===== src/rtl/i2c_reg_bridge.sv =====
`default_nettype none
// ============================================================================
//  Module      : i2c_reg_bridge
//  Description : System-clock register bank and timing-trace FIFO fed by the
//                SCL-domain bridge signals of the I2C slave.
//  Revision    : 1.0 - initial release
// ============================================================================
module i2c_reg_bridge #(
    parameter logic [7:0] ID_VALUE    = 8'hA5,
    parameter int         TRACE_DEPTH = 64,
    parameter int         POP_FILT    = 3
) (
    input  logic        clk,
    input  logic        reset,
    input  logic [5:0]  i2c_addr,
    input  logic        i2c_read,
    input  logic        i2c_write,
    input  logic [7:0]  i2c_write_data,
    output logic [7:0]  i2c_read_data,
    input  logic        i2c_rd_pop,
    input  logic        i2c_trace_rd_reset,
    input  logic        trace_valid,
    input  logic [7:0]  trace_data,
    output logic [63:0] ctrl_regs,
    input  logic [31:0] stat_in,
    output logic        wr_pulse,
    output logic [2:0]  wr_index,
    output logic        trace_overflow
);

    localparam int c_AW = $clog2(TRACE_DEPTH);
    localparam int c_CW = c_AW + 1;
    localparam int c_PW = $clog2(POP_FILT + 1);

    // Synchronizer stages; the _prev flops provide rising-edge detection.
    logic             r_write_s1, r_write_s2, r_write_prev;
    logic             r_pop_s1, r_pop_s2;
    logic             r_trrst_s1, r_trrst_s2, r_trrst_prev;
    logic [5:0]       r_addr_s1, r_addr_s2;
    logic [7:0]       r_wdata_s1, r_wdata_s2;
    logic [c_PW-1:0]  r_pop_cnt;

    logic [63:0]      r_ctrl;
    logic             r_wr_pulse;
    logic [2:0]       r_wr_index;
    logic [7:0]       r_read_data;

    logic [7:0]       r_mem [TRACE_DEPTH];
    logic [c_AW-1:0]  r_wr_ptr, r_rd_ptr;
    logic [c_CW-1:0]  r_count;
    logic             r_overflow;

    logic             w_write_evt, w_ctrl_hit, w_pop_evt, w_trrst_rise;
    logic             w_empty, w_full, w_push, w_pop, w_drop;
    logic [7:0]       w_head, w_count8, w_rd_mux;
    logic             w_unused_read;

    // The read-in-progress flag is informational only.
    assign w_unused_read = i2c_read;

    always_ff @(posedge clk) begin
        if (reset) begin
            r_write_s1   <= 1'b0;
            r_write_s2   <= 1'b0;
            r_write_prev <= 1'b0;
            r_pop_s1     <= 1'b0;
            r_pop_s2     <= 1'b0;
            r_trrst_s1   <= 1'b0;
            r_trrst_s2   <= 1'b0;
            r_trrst_prev <= 1'b0;
            r_addr_s1    <= '0;
            r_addr_s2    <= '0;
            r_wdata_s1   <= '0;
            r_wdata_s2   <= '0;
        end else begin
            r_write_s1   <= i2c_write;
            r_write_s2   <= r_write_s1;
            r_write_prev <= r_write_s2;
            r_pop_s1     <= i2c_rd_pop;
            r_pop_s2     <= r_pop_s1;
            r_trrst_s1   <= i2c_trace_rd_reset;
            r_trrst_s2   <= r_trrst_s1;
            r_trrst_prev <= r_trrst_s2;
            r_addr_s1    <= i2c_addr;
            r_addr_s2    <= r_addr_s1;
            r_wdata_s1   <= i2c_write_data;
            r_wdata_s2   <= r_wdata_s1;
        end
    end

    assign w_write_evt  = r_write_s2 & ~r_write_prev;
    assign w_trrst_rise = r_trrst_s2 & ~r_trrst_prev;
    assign w_ctrl_hit   = (r_addr_s2[5:3] == 3'b001);

    // Pop fires once, on the cycle the saturating run-length count reaches POP_FILT.
    assign w_pop_evt = r_pop_s2 && (r_pop_cnt == c_PW'(POP_FILT - 1));

    always_ff @(posedge clk) begin
        if (reset) begin
            r_pop_cnt <= '0;
        end else if (!r_pop_s2) begin
            r_pop_cnt <= '0;
        end else if (r_pop_cnt != c_PW'(POP_FILT)) begin
            r_pop_cnt <= r_pop_cnt + c_PW'(1);
        end
    end

    always_ff @(posedge clk) begin
        if (reset) begin
            r_ctrl     <= '0;
            r_wr_pulse <= 1'b0;
            r_wr_index <= '0;
        end else begin
            r_wr_pulse <= w_write_evt && w_ctrl_hit;
            if (w_write_evt && w_ctrl_hit) begin
                r_ctrl[{r_addr_s2[2:0], 3'b000} +: 8] <= r_wdata_s2;
                r_wr_index                            <= r_addr_s2[2:0];
            end
        end
    end

    assign w_empty = (r_count == '0);
    assign w_full  = (r_count == c_CW'(TRACE_DEPTH));
    assign w_push  = trace_valid && (!w_full || w_pop_evt);
    assign w_pop   = w_pop_evt && !w_empty;
    assign w_drop  = trace_valid && w_full && !w_pop_evt;
    assign w_head  = r_mem[r_rd_ptr];

    always_ff @(posedge clk) begin
        if (w_push) begin
            r_mem[r_wr_ptr] <= trace_data;
        end
    end

    always_ff @(posedge clk) begin
        if (reset) begin
            r_wr_ptr   <= '0;
            r_rd_ptr   <= '0;
            r_count    <= '0;
            r_overflow <= 1'b0;
        end else begin
            if (w_push) begin
                r_wr_ptr <= r_wr_ptr + c_AW'(1);
            end
            if (w_pop) begin
                r_rd_ptr <= r_rd_ptr + c_AW'(1);
            end
            if (w_push && !w_pop) begin
                r_count <= r_count + c_CW'(1);
            end else if (!w_push && w_pop) begin
                r_count <= r_count - c_CW'(1);
            end
            // A drop in the same cycle as the window opening keeps the flag set.
            if (w_drop) begin
                r_overflow <= 1'b1;
            end else if (w_trrst_rise) begin
                r_overflow <= 1'b0;
            end
        end
    end

    always_comb begin
        w_count8             = '0;
        w_count8[c_CW-1:0]   = r_count;
    end

    always_comb begin
        w_rd_mux = 8'h00;
        if (r_addr_s2 == 6'h00) begin
            w_rd_mux = ID_VALUE;
        end else if (r_addr_s2 == 6'h01) begin
            w_rd_mux = {w_empty, w_full, r_overflow, 5'b00000};
        end else if (r_addr_s2 == 6'h02) begin
            w_rd_mux = w_count8;
        end else if (w_ctrl_hit) begin
            w_rd_mux = r_ctrl[{r_addr_s2[2:0], 3'b000} +: 8];
        end else if (r_addr_s2[5:2] == 4'b0100) begin
            w_rd_mux = stat_in[{r_addr_s2[1:0], 3'b000} +: 8];
        end else if (r_addr_s2[5:4] == 2'b11) begin
            w_rd_mux = w_empty ? 8'h00 : w_head;
        end
    end

    always_ff @(posedge clk) begin
        if (reset) begin
            r_read_data <= '0;
        end else begin
            r_read_data <= w_rd_mux;
        end
    end

    assign i2c_read_data  = r_read_data;
    assign ctrl_regs      = r_ctrl;
    assign wr_pulse       = r_wr_pulse;
    assign wr_index       = r_wr_index;
    assign trace_overflow = r_overflow;

endmodule
`default_nettype wire


===== config.mk =====
export PLATFORM = sky130hd
export DESIGN_NAME = i2c_reg_bridge
export DESIGN_NICKNAME = d
export VERILOG_FILES = /design/src/rtl/i2c_reg_bridge.sv
export SDC_FILE = /design/constraint.sdc
export NUM_CORES = 1
export LEC_CHECK = 0
export CORE_AREA = 3 3 233 235
export DETAILED_ROUTE_END_ITERATION = 12
export DIE_AREA = 0 0 236 238
export PLACE_DENSITY = 0.76
export SYNTH_ARGS = -nofsm -noshare
export SYNTH_HDL_FRONTEND = slang
export SYNTH_SLANG_ARGS = --single-unit
export TNS_END_PERCENT = 1

===== constraint.sdc =====
create_clock -name clk -period 6.84 [get_ports clk]
set_input_delay 1.026 -clock clk [delete_from_list [all_inputs] [get_ports clk]]
set_output_delay 1.026 -clock clk [all_outputs]
set_load 0.02 [all_outputs]

# [Word-level counts from Yosys, hierarchy flattened]
# Memories as Yosys holds them, arrays and structs flattened. A register that Yosys moved wholly into a read port is not among the register bits.
# Index checks and enable logic that the tools add are counted.
[totals] wordCells=84 out_inout_bits=77 ff_bits=134 ramBits=512 n_memories=1 in_bits=61
[mem_list] memory="r_mem" words=64 word_bits=8 rd=1 rd_clocked_by_memory_dff=1 write_ports=1 line_no="48" rtl="logic [7:0] r_mem [TRACE_DEPTH];"
[classes] shift=4 add_sub_neg=6 bitwise=5 reduce_logical=21 muxes=16 eq_ne=8
[ops] cell="$bwmux W64" n=1
[ops] cell="$shift A8 B8 Y64 const A" n=1
[ops] cell="$shiftx A64 B7 Y8" n=1
[ops] cell="$shiftx A8 B8 Y64" n=1
[ops] cell="$mux W8" n=7
[ops] cell="$shiftx A32 B6 Y8" n=1
[ops] cell="$mux W7" n=2
[ops] cell="$add A6 B1 Y6 const B" n=2
[ops] cell="$mux W6" n=2
[ops] cell="$logic_and A1 B1 Y1" n=8
[ops] cell="$neg A6 Y8" n=1
[ops] cell="$add A7 B1 Y7 const B" n=1
[ops] cell="$eq A7 B7 Y1 const B" n=1
[ops] cell="$logic_not A7 Y1" n=1
[ops] cell="$sub A7 B1 Y7 const B" n=1
[ops] cell="$eq A6 B1 Y1 const B" n=1
[ops] cell="$eq A6 B2 Y1 const B" n=1
[ops] cell="$logic_not A6 Y1" n=1
[ops] cell="$logic_not A1 Y1" n=5
[ops] cell="$eq A2 B2 Y1 const B" n=2
[ops] cell="$eq A4 B3 Y1 const B" n=1
[ops] cell="$mux W1" n=4
[ops] cell="$reduce_bool A2 Y1" n=2
[ops] cell="$reduce_or A2 Y1" n=2
[ops] cell="other kinds (7)" n=10

# [Depth between registers and ports, before layout]
# Gate-level depths: netlist (run 1).
[depth] depth_word=8 ltp_mapped=14 mapped_depth_nobuf=14

# [Worst setup path before layout (run 1)]
# OpenSTA, ideal clock, no wires.
[synth_timing] path_type="input-to-reg" start="in trace_valid" end="reg r_count[6]" n_path_buf=0 path_stages=11 required_ps=6712 setup_time_ps=128 slack_ps=3661 arrival_ps=3051 cell_sequence="inv_1 a41oi_2 ha_1 inv_1 fa_1 a21o_1 a21o_1 a211o_1 o211ai_1 xnor2_1 nor2_1"
[synth_between] elab_chain_len=4 elab_cells_between_ends=6 classes_between="mux (1); reduce/logical (5)"
[synth_rtl] item="from (decl)" line_no="22" rtl="input logic trace_valid,"
[synth_rtl] item="$logic_and A1 B1 Y1 (*)" line_no="124" rtl="assign w_push = trace_valid && (!w_full || w_pop_evt);"
[synth_rtl] item="via w_push" line_no="54" rtl="logic w_empty, w_full, w_push, w_pop, w_drop;"
[synth_rtl] item="$logic_not A1 Y1" line_no="150" rtl="end else if (!w_push && w_pop) begin"
[synth_rtl] item="$logic_and A1 B1 Y1" line_no="150"
[synth_rtl] item="$reduce_bool A2 Y1 (no line)"
[synth_rtl] item="to (signal assigned)" line_no="149" rtl="r_count <= r_count + c_CW'(1);"
[synth_rtl] item="to (signal assigned)" line_no="151" rtl="r_count <= r_count - c_CW'(1);"
[synth_rtl] item="to (decl)" line_no="50" rtl="logic [c_CW-1:0] r_count;"
# The timed path passes the listed nets; every way through them passes the cells marked *.
# A chain may end at the register's enable or synchronous reset.

# [Worst setup path in the final report (run 1)]
[layout_timing] start="in trace_valid" end="mem r_mem[63][7] (enable)"
[layout_between] elab_chain_len=3
[layout_rtl] item="$logic_and A1 B1 Y1" line_no="124"
[layout_rtl] item="via w_push" line_no="54"
[layout_rtl] item="$mux W1" line_no="130" rtl="if (w_push) begin"
[layout_rtl] item="$mux W1 (not written as such)" line_no="131" rtl="r_mem[r_wr_ptr] <= trace_data;"
[layout_rtl] item="to (decl)" line_no="48"
# The timed path passes the listed nets, and every way through them passes these cells.

==> run metrics, run 1 <==
run status=finished, final reports clean; vias in the first global route=approximately 15,000; PortBufs=~140; Worst Hold Depth=1; diode count=0; final worst clock skew=roughly 0.024 ns; PwrDens=between 200 and 300 nW/um2; crit path launch type=primary input; synthesized area=26,150 um2; syn_area_per_cell=about 17 um2; 1st-pass router iterations=5; NumNets Final=between 1,500 and 2,000; Storage cell area=between 15,000 and 20,000 um2; share of cells above drive strength 1=between 10% and 20%; Setup crit end kind=register; Hold Path End=r_wdata_s2[5]; RR Endpoint=r_mem[63][7]; EDFF count, synth=just over 500; RSZ-0062 raised after global routing=false; Hold Path Class=register to register; Post-DP HPWL=~40 mm; RR Startpoint=r_count[0]; area grow syn2layout=14.40%; vias=around 15,000; DRT Wirelength=63.84 mm; crit path kind=primary input to register; MaxCap Viol Count=0; Starting Density=49.85%; R2R depth=5; achievable frequency=~270 MHz; CTS tree=yes; R2R Setup Slk=around 3.5 ns; first-pass GRT wire length=95.42 mm; crit-path max FO=11; post-synthesis sequential area ratio=a little over two thirds; Syn. warnings=0; Max Buffers Root-to-Sink=3; fillers=about 3,800; Ports=138; worst slack, placed=about 2.7 ns; Tmin final=about 3.7 ns; Worst EP arrival=about 3.9 ns; ys async rst share=0%; H-tree depth=3; number of remaining DRC errors=0; Antenna Nets Post-Route=0; die height=between 200 and 250 um; FP Rows=84; initial antenna violation count=2; Placer Congestion=roughly 0.9; Critical Path RT=~7 ns; area of the multi-input gates=about 7400 um2; Post-CTS Setup Bufs=0; CTS Buf Count=66; Hold Startpoint=r_wdata_s1[5]; Die W=between 200 and 250 um; Wirelength per Cell=around 26 um; hold buffers post-CTS=0; worst setup margin=3.175 ns; CTS root buf=clkbuf_16; FF+latch count, synth=652; post-cts resize count=0; post-synth net total=1,644; worst-margin pin slew=between 1 and 1.5 ns; worst-skew pair later-pin latency=approximately 0.60 ns; Reg clk slew, reported paths=0.06 ns; Final Setup Violations=0; Lkg Pwr=around 9.5 nW; Via density=6.169; Tcrit/Tclk final=around 54%; Final Slew Violations=0; initial drt markers=~1,800; cell count after synthesis=approximately 1,600; final setup TNS=0 ns; Cell variety after synth=70; max_slew headroom=14.18%; Fin. Hold Viols=0; Total GRT Usage=between 20% and 30%; total core area=52,450 um2; Most used DFF post-synth=edfxtp_1; largest net degree at the start of global routing=93; GRT overflow=0; clock sinks=roughly 650; largest vdd supply drop=0.0001647 V; die area=around 56,000 um2
-- state kept, by name (all words and copies together), names as in the netlist, 2 cells and up, named ones only --
name	cells
i2c_read_data	8
ctrl_regs	64
r_count	7
r_rd_ptr	6
r_mem	512
wr_index	3
r_wdata_s1	8
r_addr_s1	6
r_pop_cnt	2
r_addr_s2	6
r_wr_ptr	6
r_wdata_s2	8
-- stage by stage --
stage	power (W)	instances	utilization [%]	hold slack [ns]	instance area, um2
finish	0.008158	2426	57.03	0.4323	29910
global route	0.008396	2426	57.03	0.4580	29910
CTS	0.008194	2426	57.03	0.4372	29910
detailed placement	0.004859	2312	53.22	0.4264	27910
global placement	0.004844	2312	53.22	0.4240	27910
floorplan	0.004678	1567	-	0.4046	26150
-- cells in the final DEF, fill, tap and decap left out, types with 26 or more instances in the layout --
cell type	Yosys	final
edfxtp_1	512	512
nor2_1	144	144
dfxtp_1	140	135
mux4_2	128	128
clkdlybuf4s50_1	0	127
nand2_1	95	95
mux2i_1	86	86
clkbuf_16	0	67
a21oi_1	65	65
nor2b_1	50	49
nand3_1	26	26
a22oi_1	26	26
-- final cells by class --
class | count | share of cell area, %
repair buffers | 152 | 4.852
flip-flops and latches | 652 | 60.81
well taps | 688 | 2.878
clock buffers | 90 | 5.998
multi-input cells | 805 | 24.59
clock inverters | 24 | 0.6860
inverters | 15 | 0.1882
-- worst max-delay path by stage --
stage | from | to | slack [ns]
detailed placement | trace_valid | r_mem[63][6] | 2.67
CTS | trace_valid | r_mem[63][7] | 3.25
global route | trace_valid | r_mem[63][7] | 3.11
floorplan | trace_valid | r_count[6] | 3.66
finish | trace_valid | r_mem[63][7] | 3.18
global placement | trace_valid | r_mem[63][6] | 2.75
-- power by group --
group | internal, W | switching [W] | leakage, nW | total (W)
Combinational | 0.000157 | 0.000248 | 2.78 | 0.000404
Sequential | 0.00432 | 0.0000520 | 5.75 | 0.00438
Clock | 0.00192 | 0.00146 | 0.974 | 0.00338
Total | 0.00640 | 0.00176 | 9.51 | 0.00816
-- logic make-up after synthesis --
logic type / count (synthesis) / share of synthesized area [%]
AO/OA/AOI/OAI: 182 / 4.566
buffers and inverters: 110 / 2.378
adder cells (fa/ha/maj): 16 / 0.7944
flip-flops: 652 / 69.53
XOR/XNOR: 14 / 0.4690
multiplexers: 230 / 15.75
AND/OR/NAND/NOR: 363 / 6.513
-- synthesized netlist by cell type (all sizes together), types with 3 or more instances --
library cell / number / area, um2
edfxtp: 512 / 15370
o221ai: 4 / 35.03
nand2: 95 / 356.6
clkbuf: 41 / 155.1
buf: 54 / 410.4
or3: 4 / 25.02
a21o: 10 / 75.07
a22o: 7 / 61.31
mux4: 141 / 3224
a221oi: 6 / 52.55
nand4: 6 / 50.04
nor4: 3 / 40.04
a21oi: 66 / 334.1
ha: 15 / 187.7
a31oi: 10 / 62.56
and3: 4 / 25.02
nand2b: 4 / 25.02
o211ai: 6 / 45.04
a22oi: 26 / 195.2
xnor2: 4 / 35.03
mux2: 3 / 33.78
nor2: 146 / 563.0
nand3: 26 / 130.1
dfxtp: 140 / 2803
a211oi: 5 / 37.54
o21ai: 19 / 95.09
nor3: 7 / 35.03
inv: 14 / 52.55
nor2b: 50 / 312.8
mux2i: 86 / 860.8
a21boi: 4 / 30.03
nand3b: 5 / 37.54
and2: 4 / 25.02
xor2: 10 / 87.58
-- worst max-delay path: stages --
cell and delay (ns):
clkdlybuf4s50_1 0.48, inv_1 0.06, a41oi_2 0.35, and2_1 0.29
nand3_1 0.70, nor2_1 0.95
-- layer usage --
metal	vias up	GRT usage [%]	part of all wire, %
met5	-	0	0.041
met4	4	8.794	3.4
met3	153	5.467	11
met2	897	36.74	48
met1	7551	29.82	37
li1	6362	-	-
No activity file was read; power rests on OpenSTA's default activity.
==> run 2, diff against run 1 <==
clock period = 3.8 ns   (was 6.84 ns; I/O delays follow)
==> run 2 against run 1 <==
Sequential power is 80% higher. First-iteration DRC count is 4.0% higher. Count of clock-buffer cells in the layout grew 1. Critical path depth grew 6. Critical path type is now register to register. Combinational power increased by 89%. Final area up 2.6%. Die area did not move. Final cell count rose by 4.1%. Worst setup slack lost 2.6 ns. Non-clock buffer count is 101 higher. Clock power up 77%. Via count increased by 2.9%.
==> run metrics, run 2 (same netlist as run 1, synthesis figures left out) <==
non-filler cells, final=2,526; Final Power=about 0.015 W; GRT overflow=0; Critical Path Source=r_count[0]; CTS tree=yes; Via density=6.094; max_slew headroom=16.37%; post-cts resize count=0; hold buffers post-CTS=0; Storage cell area=approximately 18,000 um2; Wirelength per Cell=~26 um; vias=between 15,000 and 20,000; Critical Path RT=~4.3 ns; worst hold slack=about 0.43 ns; final setup TNS=0 ns; Total GRT Usage=between 20 and 25%; Ports=138; Die W=between 200 and 250 um; worst-skew pair later-pin latency=0.64 ns; Fin. Hold Viols=0; FP Rows=84; achievable frequency=just over 300 MHz; Final Setup Violations=0; NumNets Final=1,865; worst-margin pin slew=about 1.3 ns; H-tree depth=2; Starting Density=49.85%; RSZ-0062 raised after global routing=false; Antenna Nets Post-Route=0; Max Buffers Root-to-Sink=3; commonest non-fill, non-tap cell in the layout=edfxtp_1; Final Slew Violations=0; area of the multi-input gates=~7300 um2; first-pass GRT wire length=between 90 and 100 mm; largest net degree at the start of global routing=107; Reg clk slew, reported paths=about 0.06 ns; CTS Buf Count=between 60 and 70; Tcrit/Tclk final=86.00%; die area=about 56,000 um2; Post-Place Cells=between 2,000 and 2,500; clock sinks=around 650; final worst clock skew=around 0.035 ns; CTS root buf=clkbuf_16; Hold Startpoint=r_wdata_s1[4]; crit-path max FO=7; crit path launch type=register; PortBufs=between 100 and 150; Hold Path Class=register to register; Worst EP arrival=approximately 3.7 ns; area grow syn2layout=17.37%; RR Startpoint=r_count[0]; die height=238 um; number of remaining DRC errors=0; Reg with most FFs=r_mem; total core area=52,450 um2; PwrDens=between 400 and 500 nW/um2; Lkg Pwr=slightly above 10 nW; diode count=0; MaxCap Viol Count=0; highest-count cells in the layout ignoring fill and taps=512 x edfxtp_1, 144 x nor2_1, 135 x dfxtp_1, 128 x mux4_2, 127 x clkdlybuf4s50_1; share of cells above drive strength 1=approximately a fifth; Tmin final=approximately 3.3 ns; Placer Congestion=~0.88; max FFs per register=approximately 510; vias in the first global route=between 15,000 and 20,000; initial antenna violation count=1; run status=finished, final reports clean; Setup crit end kind=register; crit path kind=register to register; Post-DP HPWL=roughly 43 mm; initial drt markers=1,862; Post-CTS Setup Bufs=0; fillers=3,803; largest vdd supply drop=0.0003403 V; 1st-pass router iterations=5; DRT Wirelength=roughly 65 mm
run 2: cell types whose count changed in the layout (fill, tap and decap cells not counted), sizes merged:
cell    delta
bufinv     +1
buf      +100
clkinv     -1
inv        -2
clkbuf     +2
run 2: cell type report:
cell class / count / area share, %
clock inverter: 22 / 0.6972
tap: 688 / 2.805
inverter: 15 / 0.1835
timing repair buffer: 253 / 7.355
clock buffer: 91 / 5.749
multi-input combinational: 805 / 23.94
sequential: 652 / 59.27
run 2: per-stage QoR:
| stage | util (%) | setup WS (ns) | instance area, um2 |
|---|---|---|---|
| 2_1_floorplan | - | 0.9210 | 26150 |
| 3_3_place_gp | 54.73 | 0.4874 | 28700 |
| 3_5_place_dp | 54.73 | 0.4660 | 28700 |
| 4_1_cts | 58.50 | 0.4801 | 30680 |
| 5_1_grt | 58.51 | 0.2664 | 30690 |
| 6_report | 58.51 | 0.5319 | 30690 |
run 2: worst paths after layout:
check	end	slack, ns	cells after the start
setup / recovery	r_count[6]	0.53	12
hold / removal	r_wdata_s2[4]	0.43	1
setup reg to reg	r_count[6]	0.53	12
hold reg to reg	r_wdata_s2[4]	0.43	1
run 2: critical path: stages, from the launching register on:
cell and delay [ns]:
dfxtp_1 0.39, nor4_4 0.46, a21oi_1 0.27, inv_1 0.11, ha_1 0.23, inv_1 0.18, fa_1 0.45, a21o_1 0.21
a21o_1 0.21, a211o_1 0.30, o211ai_1 0.11, xnor2_1 0.14, nor2_1 0.05
run 2: routing by layer:
layer	vias up	part of all wire [%]	GRT usage, %
met5	-	0.014	0
met4	2	3.1	7.209
met3	134	11	5.975
met2	955	47	36.43
met1	7752	39	31.55
li1	6551	-	-
run 2: report_power, final:
part	internal, W	switching, W
Sequential	0.00778	0.0000880
Clock	0.00342	0.00255
Combinational	0.000303	0.000462
==> run 3, diff against run 2 <==
ABC_AREA = 1   (was unset)
CORE_AREA = 3 3 236 238   (was 3 3 233 235)
DIE_AREA = 0 0 239 241   (was 0 0 236 238)
==> run 3 against run 2 <==
Register-to-register slack got worse by 0.23 ns. Utilization fell by 0.80 points. Wire length rose by 9.3%. Sequential power fell by 1%. Count of clock-buffer cells in the layout fell by 16.
==> run metrics, run 3 <==
Ports=approximately 140; met2 usage=39.31%; worst-skew pair later-pin latency=0.64 ns; post-cts resize count=0; achievable frequency=around 290 MHz; Placer Congestion=a little under 1; Total GRT Usage=24.43%; crit path launch type=register; Post-CTS Setup Bufs=0; synth cell count leaders=548 x nand2_1, 512 x edfxtp_1, 304 x nor2_1; switch share=between 20% and 30%; GRT overflow=0; Worst Hold Depth=2; RSZ-0062 raised after global routing=false; Sequential Power Share=a little over half; Setup crit end kind=register; DRT Wirelength=70.77 mm; Starting Density=49.79%; R2R depth=17; diode count=0; M3 GR Usage=approximately 5.7%; FF+latch count, synth=between 600 and 700; Syn. warnings=0; non-filler cells, final=around 3,400; post-synthesis sequential area ratio=about two thirds; Final Slew Violations=0; run status=finished, final reports clean; Worst EP arrival=roughly 4 ns; Hold Path Class=register to register; NumNets Final=2,729; die height=241 um; Die W=between 200 and 250 um; Critical Path RT=around 4.3 ns; Most used DFF post-synth=edfxtp_1; Cell variety after synth=between 40 and 50; largest vdd supply drop=~0.0004 V; Tmin final=between 3 and 4 ns; CTS root buf=clkbuf_16; syn_area_per_cell=around 11 um2; post-synth net total=roughly 2,600; 1st-pass router iterations=6; Hold Startpoint=r_addr_s1[5]; Sw Pwr=0.003030 W; Synth area leaders=edfxtp_1 57%, dfxtp_1 10%, nand2_1 7.7%, nand3_1 5.5%, nor2_1 4.3%; internal power=0.01168 W; FP Rows=85; share of cells above drive strength 1=between 7 and 8%; crit-path max FO=7; crit path kind=register to register; Wirelength per Cell=20.82 um; EDFF count, synth=~500; Critical Path Source=r_count[0]; max_slew headroom=27.79%; Antenna Nets Post-Route=0; die area=57,600 um2; PwrDens=around 470 nW/um2; Lkg Pwr=around 11 nW; Via density=slightly below 6; RR Startpoint=r_count[0]; synthesized area=roughly 27,000 um2; vias in the first global route=19,650; highest-count cells in the layout ignoring fill and taps=548 x nand2_1, 512 x edfxtp_1, 304 x nor2_1, 296 x nand3_1, 180 x o21ai_0; cell count after synthesis=approximately 2,500; vias=between 20,000 and 25,000; CTS Buf Count=between 60 and 70; Fin. Hold Viols=0; Reg with most FFs=r_mem; Clk network pwr share=43.3%; total core area=approximately 54,000 um2; first-pass GRT wire length=about 110 mm; PortBufs=~140; Post-DP HPWL=43.96 mm; most common cell in the synthesized netlist=nand2_1; commonest non-fill, non-tap cell in the layout=nand2_1; initial antenna violation count=1; Max Buffers Root-to-Sink=3; final worst clock skew=between 0.02 and 0.03 ns; largest net degree at the start of global routing=between 100 and 150; Post-Place Cells=about 3,300; ys async rst share=0%; clock sinks=between 600 and 700; number of remaining DRC errors=0; hold buffers post-CTS=0; initial drt markers=approximately 2,700; Final Setup Violations=0; CTS tree=yes; Yosys top cell by area=edfxtp_1; Tcrit/Tclk final=92.02%; met1 usage=between 30% and 40%; final setup TNS=0 ns; worst-margin pin slew=approximately 1.1 ns; MaxCap Viol Count=0; area grow syn2layout=15.91%; Reg clk slew, reported paths=~0.06 ns; busiest grt layer=met2; H-tree depth=2; max FFs per register=slightly above 500; Logic pwr share=~4%; top-area cell type share of the netlist area=~57%; Final Util=between 50% and 60%
run 3: layer usage:
metal,vias up,routed length [um],share of wire (%)
li1,9065,-,-
met1,9723,27180,38
met2,1159,33540,47
met3,231,7092,10
met4,2,2947,4.2
met5,-,12,0.017
run 3: final cells by class:
type,count,area (um2)
clock inverters,39,494.2
repair buffers,218,2009
fillers,4280,22760
clock buffers,75,1610
well taps,696,870.8
multi-input cells,1603,7443
inverters,116,441.7
flip-flops and latches,652,18190
run 3: worst max-delay path, cell delays in order, from the launching register on:
cell	delay [ns]
dfxtp_1	0.38
nor4_1	0.46
and3_1	0.28
nand2_1	0.06
nand2_1	0.20
inv_1	0.11
ha_1	0.24
inv_1	0.21
ha_1	0.33
a21oi_1	0.14
inv_1	0.06
a31oi_1	0.24
nor2_1	0.08
o21ai_0	0.16
nand2_1	0.08
xor2_1	0.14
o21ai_0	0.14
inv_1	0.06
run 3: cells by family after synthesis:
logic type                 after synthesis  share of synthesized area, %
DFF                                    652                         67.84
adders and majority gates               16                        0.7752
xor gates and xnor gates                 5                        0.1634
and+or+nand+nor                       1176                         18.27
AOI/OAI and AO/OA                      406                         8.574
buffers and inverters                  263                         4.376
run 3: power by group through the flow:
stage | Combinational [W] | Clock, W | Sequential, W
4_1_cts | 0.000559 | 0.00643 | 0.00777
5_1_grt | 0.000623 | 0.00671 | 0.00777
3_3_place_gp | 0.000541 | 0 | 0.00792
3_5_place_dp | 0.000555 | 0 | 0.00792
2_1_floorplan | 0.000260 | 0 | 0.00793
6_report | 0.000567 | 0.00637 | 0.00777
run 3: worst paths after layout:
path | end | slack [ns]
hold / removal | r_addr_s2[5] | 0.40
setup / recovery | r_count[5] | 0.30
setup reg to reg | r_count[5] | 0.30
hold reg to reg | r_addr_s2[5] | 0.40
run 3: metrics by stage:
| stage | setup WS, ns | area, um2 | hold WS [ns] | total power [W] |
|---|---|---|---|---|
| detailed placement | 0.4039 | 28950 | 0.3957 | 0.008478 |
| global route | 0.06744 | 31060 | 0.4179 | 0.01511 |
| CTS | 0.3431 | 31060 | 0.4047 | 0.01475 |
| finish | 0.3031 | 31060 | 0.4048 | 0.01471 |
| global placement | 0.4518 | 28950 | 0.3895 | 0.008461 |
| floorplan | 0.8258 | 26790 | 0.3883 | 0.008187 |
